===== src/rtl/piso_frame_tx_if.sv =====
// Handshake and serial-line bundle for piso_frame_tx.
// The master side feeds words in. The slave side (the transmitter) drives the serial output and status.
interface piso_frame_tx_if #(
    parameter int WIDTH = 8
);
    logic             in_valid;
    logic [WIDTH-1:0] in_data;
    logic             in_ready;
    logic             so;
    logic             busy;
    logic             done;

    modport master (
        output in_valid, in_data,
        input  in_ready, so, busy, done
    );

    modport slave (
        input  in_valid, in_data,
        output in_ready, so, busy, done
    );
endinterface


===== src/rtl/piso_frame_tx.sv =====
// Parallel-in serial-out frame transmitter.
// Frame format: start(1), data MSB-first, optional even parity, stop(0).
module piso_frame_tx #(
    parameter int WIDTH     = 8,
    parameter int PARITY_EN = 1
) (
    input logic             clk,
    input logic             rst_n,
    piso_frame_tx_if.slave  bus
);
    localparam int CW = $clog2(WIDTH);

    localparam logic [2:0] S_IDLE   = 3'd0;
    localparam logic [2:0] S_START  = 3'd1;
    localparam logic [2:0] S_DATA   = 3'd2;
    localparam logic [2:0] S_PARITY = 3'd3;
    localparam logic [2:0] S_STOP   = 3'd4;

    logic [2:0]       state;
    logic [WIDTH-1:0] shreg;
    logic [CW-1:0]    cnt;
    logic             par;
    logic             so_q;
    logic             handshake;

    assign handshake = bus.in_valid & bus.in_ready;

    // so is registered. Each branch therefore loads the bit that belongs to the state being entered.
    always_ff @(posedge clk) begin
        if (!rst_n) begin
            state <= S_IDLE;
            shreg <= '0;
            cnt   <= '0;
            par   <= 1'b0;
            so_q  <= 1'b0;
        end else begin
            case (state)
                S_IDLE, S_STOP: begin
                    if (handshake) begin
                        state <= S_START;
                        shreg <= bus.in_data;
                        par   <= ^bus.in_data;
                        so_q  <= 1'b1;
                    end else begin
                        state <= S_IDLE;
                        so_q  <= 1'b0;
                    end
                end
                S_START: begin
                    state <= S_DATA;
                    cnt   <= CW'(WIDTH - 1);
                    so_q  <= shreg[WIDTH-1];
                    shreg <= {shreg[WIDTH-2:0], 1'b0};
                end
                S_DATA: begin
                    if (cnt == '0) begin
                        if (PARITY_EN != 0) begin
                            state <= S_PARITY;
                            so_q  <= par;
                        end else begin
                            state <= S_STOP;
                            so_q  <= 1'b0;
                        end
                    end else begin
                        cnt   <= cnt - CW'(1);
                        so_q  <= shreg[WIDTH-1];
                        shreg <= {shreg[WIDTH-2:0], 1'b0};
                    end
                end
                S_PARITY: begin
                    state <= S_STOP;
                    so_q  <= 1'b0;
                end
                default: begin
                    state <= S_IDLE;
                    so_q  <= 1'b0;
                end
            endcase
        end
    end

    assign bus.in_ready = (state == S_IDLE) || (state == S_STOP);
    assign bus.busy     = (state == S_START) || (state == S_DATA) || (state == S_PARITY);
    assign bus.done     = (state == S_STOP);
    assign bus.so       = so_q;
endmodule


===== src/flat_wrapper.sv =====
// flat-port wrapper written by rule: the top's interface ports become plain ports
module piso_frame_tx_flat 
#(
    parameter int WIDTH     = 8,
    parameter int PARITY_EN = 1
)
  (clk, rst_n, bus_in_valid, bus_in_data, bus_in_ready, bus_so, bus_busy, bus_done);
  piso_frame_tx_if #(.WIDTH(WIDTH)) bus_i ();
  input logic clk;
  input logic rst_n;
  input wire logic [$bits(bus_i.in_valid)-1:0] bus_in_valid;
  input wire logic [$bits(bus_i.in_data)-1:0] bus_in_data;
  output wire logic [$bits(bus_i.in_ready)-1:0] bus_in_ready;
  output wire logic [$bits(bus_i.so)-1:0] bus_so;
  output wire logic [$bits(bus_i.busy)-1:0] bus_busy;
  output wire logic [$bits(bus_i.done)-1:0] bus_done;
  assign bus_i.in_valid = bus_in_valid;
  assign bus_i.in_data = bus_in_data;
  assign bus_in_ready = bus_i.in_ready;
  assign bus_so = bus_i.so;
  assign bus_busy = bus_i.busy;
  assign bus_done = bus_i.done;
  piso_frame_tx #(.WIDTH(WIDTH), .PARITY_EN(PARITY_EN)) u_core (.clk(clk), .rst_n(rst_n), .bus(bus_i));
endmodule

===== config.mk =====
export PLATFORM = sky130hd
export DESIGN_NAME = piso_frame_tx_flat
export DESIGN_NICKNAME = d
export VERILOG_FILES = /design/src/rtl/piso_frame_tx_if.sv /design/src/rtl/piso_frame_tx.sv /design/src/flat_wrapper.sv
export SDC_FILE = /design/constraint.sdc
export NUM_CORES = 1
export LEC_CHECK = 0
export CAP_MARGIN = 30
export CORE_ASPECT_RATIO = 0.75
export CORE_MARGIN = 1
export CORE_UTILIZATION = 55
export CTS_CLUSTER_SIZE = 30
export DETAILED_ROUTE_END_ITERATION = 8
export PLACE_DENSITY_LB_ADDON = 0.12
export SETUP_SLACK_MARGIN = 0.5
export SLEW_MARGIN = 40
export SYNTH_ARGS = -nofsm -noshare
export SYNTH_HDL_FRONTEND = slang
export SYNTH_SLANG_ARGS = --single-unit

===== constraint.sdc =====
create_clock -name clk -period 2.4 [get_ports clk]
set_input_delay 0.36 -clock clk [delete_from_list [all_inputs] [get_ports clk]]
set_output_delay 0.36 -clock clk [all_outputs]
set_load 0.01 [all_outputs]

## Yosys cells after proc, flatten, opt, wreduce, memory -nomap -nowiden

Cells that the tools add are included.
Widths: inputs -> output; s select.

- Bits of input ports: 11
- Flip-flop bits (word level): 16
- Memory bits (read-only): 0
- Bits in writable memories: 0
- Bits in latches: 0
- Memories kept: 0

- Muxes and demuxes: 11
- Equality and inequality tests: 7
- Shift-type cells: 0
- Magnitude comparators: 0
- Bitwise gates (word level): 1
- Add/sub/neg operators: 1
- Reduce and logical (&&, ||, !) cells: 12
- $mul: 0
- Div/mod/pow operators: 0

Operator list:

| operator | count |
|---|---|
| $pmux 8 s3 | 1 |
| $mux 8 | 2 |
| $pmux 3 s4 | 1 |
| $reduce_xor 8->1 | 1 |
| $eq 3x2->1 const B | 2 |
| $logic_not 3->1 | 2 |
| $mux 3 | 2 |
| $pmux 3 s2 | 1 |
| $ne 2x1->1 const B | 2 |
| $reduce_and 2->1 | 2 |
| $eq 3x1->1 const B | 1 |
| $eq 3x3->1 const B | 1 |
| $logic_or 1x1->1 | 3 |
| $mux 1 | 3 |
| $pmux 1 s3 | 1 |
| $reduce_and 3->1 | 1 |
| $reduce_bool 3->1 | 1 |
| $sub 3x1->3 const B | 1 |
| $ne 2x2->1 const B | 1 |
| $reduce_bool 2->1 | 1 |
| $reduce_or 2->1 | 1 |
| $and 1x1->1 | 1 |

## Logic depth before layout (Yosys ltp)

- Depth in word-level cells: 5
- Gate-level depth with buffers: 7
- Gate-level depth less buffers: 6

## Least setup slack after synthesis

Ideal clock, no wire load.

- Path kind: register -> register
- Start point: reg u_core.cnt[0]
- End point: reg u_core.shreg[0]
- Cell stages (with the launch flop): 7
- Clock period less this slack: 1436 ps
- Required time: 2332 ps
- Slack: 964 ps
- Data arrival time: 1368 ps
- Library setup time: 68 ps
- Path through: dfxtp_1 inv_1 ha_1 nor2b_2 or3_4 a21o_1 a21oi_2

- Cells in the longest elaborated chain, start to end: 3

RTL lines:

| element | RTL line | text |
|---|---|---|
| start, declared | piso_frame_tx.sv:21 | `logic [CW-1:0] cnt;` |
| start signal, assigned | piso_frame_tx.sv:51 | `cnt <= CW'(WIDTH - 1);` |
| start signal, assigned | piso_frame_tx.sv:65 | `cnt <= cnt - CW'(1);` |
| $logic_not 3->1 | piso_frame_tx.sv:56 | `if (cnt == '0) begin` |
| $ne 2x2->1 (no line) | n/a |  |
| $reduce_and 3->1 (no line) | n/a |  |
| end signal, assigned | piso_frame_tx.sv:41 | `shreg <= bus.in_data;` |
| end signal, assigned | piso_frame_tx.sv:53 | `shreg <= {shreg[WIDTH-2:0], 1'b0};` |
| end signal, assigned | piso_frame_tx.sv:67 | `shreg <= {shreg[WIDTH-2:0], 1'b0};` |
| end, declared | piso_frame_tx.sv:20 | `logic [WIDTH-1:0] shreg;` |

No other way between the ends.
A chain may end at the register's enable or synchronous reset.

## Worst setup path in the final report

- Start point: reg u_core.state[1]
- End point: out bus_busy

- Cells in the longest elaborated chain, start to end: 3

RTL lines:

| element | RTL line | text |
|---|---|---|
| start, declared | piso_frame_tx.sv:19 | `logic [2:0] state;` |
| start signal, assigned | piso_frame_tx.sv:31 | `state <= S_IDLE;` |
| start signal, assigned | piso_frame_tx.sv:40 | `state <= S_START;` |
| start signal, assigned | piso_frame_tx.sv:45 | `state <= S_IDLE;` |
| $eq 3x1->1 or $eq 3x2->1 (tied branches) | piso_frame_tx.sv:83 | `assign bus.busy = (state == S_START) \|\| (state == S_DATA) \|\| (state == S_PARITY);` |
| $logic_or 1x1->1 | piso_frame_tx.sv:83 |  |
| $logic_or 1x1->1 (*) | piso_frame_tx.sv:83 |  |
| end, declared | flat_wrapper.sv:15 | `output wire logic [$bits(bus_i.busy)-1:0] bus_busy;` |

Mark *: on every way between the ends. The rest lies on a longest branch, timed or not.

==> run_results.csv <==
group,metric,value,unit
global_routing,met3_usage,6.75,%
timing,final_max_slew_viol_count,0,
clock_network,cts_hold_buf,0,
cells_and_area,diodes,0,
power,total_leakage_power,0.421,nW
routing,wire_per_inst,14.7,um
yosys,synth_top_area_share,33.4,%
cells_and_area,fin_area,0.00114,mm2
cells_and_area,fin_cells,136,
yosys,yosysWarnings,0,
clock_network,numClockSinks,16,
timing,fmax,0.559,GHz
clock_network,cts_buffer_depth,2,
clock_network,root_buffer,"clkbuf_4",
timing,skew,0.00510,ns
cells_and_area,final_cell_mix,"clkdlybuf4s50_1 (13), dfxtp_1 (13), nand2_1 (10), o21ai_0 (9)",
placed_design,portBuffers,14,
yosys,seq_area_frac_synth,33.4,%
floorplan,fp.dieH,38.2,um
placed_design,dp_hpwl,1450,um
cells_and_area,area_growth,19.3,%
power,p_total,0.867,mW
clock_network,clock_latency,0.29,ns
yosys,synth_top_family_by_area,"simple AND/OR/NAND/NOR gates",
critical_path,worstPathArrival,1.43,ns
global_routing,busiest_layer,"met2",
critical_path,crit_path_end_kind,"output pin",
flow_run,drv_cap,0,
yosys,synth_ff_type,"dfxtp_1",
global_routing,met2_usage,39.3,%
yosys,syn-cell-area,958,um2
yosys,synthArstFlopShare,0,%
yosys,avgSynthCellArea,9.40,um2
floorplan,die_x,50.2,um
timing,setup_tns,0,ns
global_routing,grt-ovfl-total,0,
floorplan,io_pins,15,
floorplan,rows,12,
global_routing,antenna_found_initial,0,
timing,setup_viol,0,
critical_path,reg2regPathDepth,6,
hold_path,holdCritStartpoint,"u_core.shreg[0]$_SDFFE_PN0P_",
timing,maxSlewHeadroom,65.9,%
timing,fin_crit_sh,74.6,%
yosys,yosys-top-cells-area,"dfxtp_1 (33%), a311oi_1 (7.3%), xnor2_1 (6.4%)",
global_routing,grt_pass1_vias,740,
critical_path,startpoint_type,"flip-flop",
cells_and_area,fin_util,73.9,%
routing,wl,2000,um
global_routing,grtUsageMet1,33.0,%
yosys,syn_inst,102,
routing,vias_per_cell,5.85,
yosys,ys_ff_latch,16,
placed_design,dp_cells,131,
routing,drc,0,
cells_and_area,final_nets,129,
yosys,synth_edf_count,0,
critical_path,regToRegSetupSlack,0.75,ns
clock_network,cts_htree_levels,1,
floorplan,die_area,0.00192,mm2
timing,timing_hold_violations_final,0,
yosys,synth_compound_area_share,21.7,%
routing,initialDrtViolationCount,30,
critical_path,worstPathMaxFanout,9,
yosys,synthAdderAreaFrac,3.66,%
critical_path,required,2.04,ns
power,powerDensity,758,mW/mm2
clock_network,cts_tree,"built",
critical_path,reg2reg_from,"u_core.cnt[0]$_SDFFE_PN0P_",
timing,rsz0062_at_grt,"false",
routing,firstDrtPassIters,4,
critical_path,timing.critical_path.to,"bus_busy",
critical_path,crit_type,"flip-flop to output pin",
critical_path,critPathLaunch,"u_core.state[1]$_SDFFE_PN0P_",
floorplan,initial_core_util,62.0,%
routing,ant_nets,0,
placed_design,place_area,0.00108,mm2
yosys,synthXorXnorAreaFrac,9.01,%
yosys,synth_cell_types,39,
yosys,synth_mux_area_share,0,%
power,ir_worst_vdd,533,uV
timing,fin_crit,1.79,ns
hold_path,hold_class,"flip-flop to flip-flop",
cells_and_area,final_layout_size_suffix_gt1_share,20.0,%
yosys,synth-simple-area-share,26.4,%
routing,vias,796,
yosys,syn-num-nets,115,
run_status,status,"finished, final reports clean",
floorplan,coreArea,0.00155,mm2
yosys,yosysTopAreaCell,"dfxtp_1",
clock_network,path_clk_slew,0.09,ns
global_routing,grt_max_degree,19,
placed_design,gp_congestion,0.781,
global_routing,grt_usage,25.0,%
global_routing,grt_first_pass_wirelength,3440,um
timing,worstMarginPinSlew,0.509,ns
clock_network,cts-buffers-inserted,3,
critical_path,rr_endpoint,"u_core.shreg[6]$_SDFFE_PN0P_",
## synth_stat cells, drive strengths merged, types with 3 or more instances
cell / count
a21oi: 3
a311oi: 8
buf: 4
dfxtp: 16
inv: 3
nand2: 11
nand2b: 4
nor2: 3
nor3: 9
o21ai: 9
xnor2: 8
## state kept, by name, indices dropped and copies added (netlist names)
signal,count
u_core.shreg,8
u_core.cnt,3
u_core.par,1
u_core.bus.so,1
u_core.state,3
## metal layers
metal / wire length [um] / share of wire, %
met5: 0 / 0
met4: 13 / 0.65
met3: 83 / 4.2
met2: 891 / 45
met1: 1010 / 51
## cells by family (layout without fill, tap and decap cells)
logic type                 count (synthesis)  after routing
AOI/OAI and AO/OA                         27             27
xor gates and xnor gates                   9              9
adders and majority gates                  3              3
buffers and inverters                      9             22
DFF                                       16             16
and+or+nand+nor                           38             38
## area by class of cell
type                       count  area [um2]
timing repair buffer          15         150
tap                           21        26.3
clock buffer                   4        36.3
fill                         116         403
multi-input combinational     77         588
inverter                       3        11.3
sequential                    16         332
## critical path, stage by stage (launching register included)
cell             delay, ns
dfxtp_4               0.45
nor2_8                0.06
nor2_1                0.09
clkdlybuf4s50_1       0.54
## worst min-delay path by stage
stage	to	slack (ns)	cells after the start
after global routing	u_core.shreg[0]$_SDFFE_PN0P_	0.49	2
after detailed placement	u_core.shreg[0]$_SDFFE_PN0P_	0.47	2
after floorplan	u_core.shreg[0]$_SDFFE_PN0P_	0.45	2
after CTS	u_core.shreg[0]$_SDFFE_PN0P_	0.49	2
final	u_core.shreg[0]$_SDFFE_PN0P_	0.49	2
after global placement	u_core.shreg[0]$_SDFFE_PN0P_	0.47	2
## through the flow
step / hold slack [ns] / setup WS [ns]
floorplan: 0.453 / 0.964
global placement: 0.465 / 0.615
detailed placement: 0.472 / 0.585
CTS: 0.486 / 0.514
global route: 0.495 / 0.570
finish: 0.485 / 0.610
## report_power, final
part | switching (mW) | internal, mW
Clock | 0.0845 | 0.0924
Combinational | 0.179 | 0.154
Sequential | 0.0410 | 0.316
Total | 0.304 | 0.562
## timing repair
item                                    in CTS  in global routing
endpoints found under the setup margin       3                  8
resized for setup                            5                  3
buffers inserted                             1                  0
(Power assumes the default switching activity.)
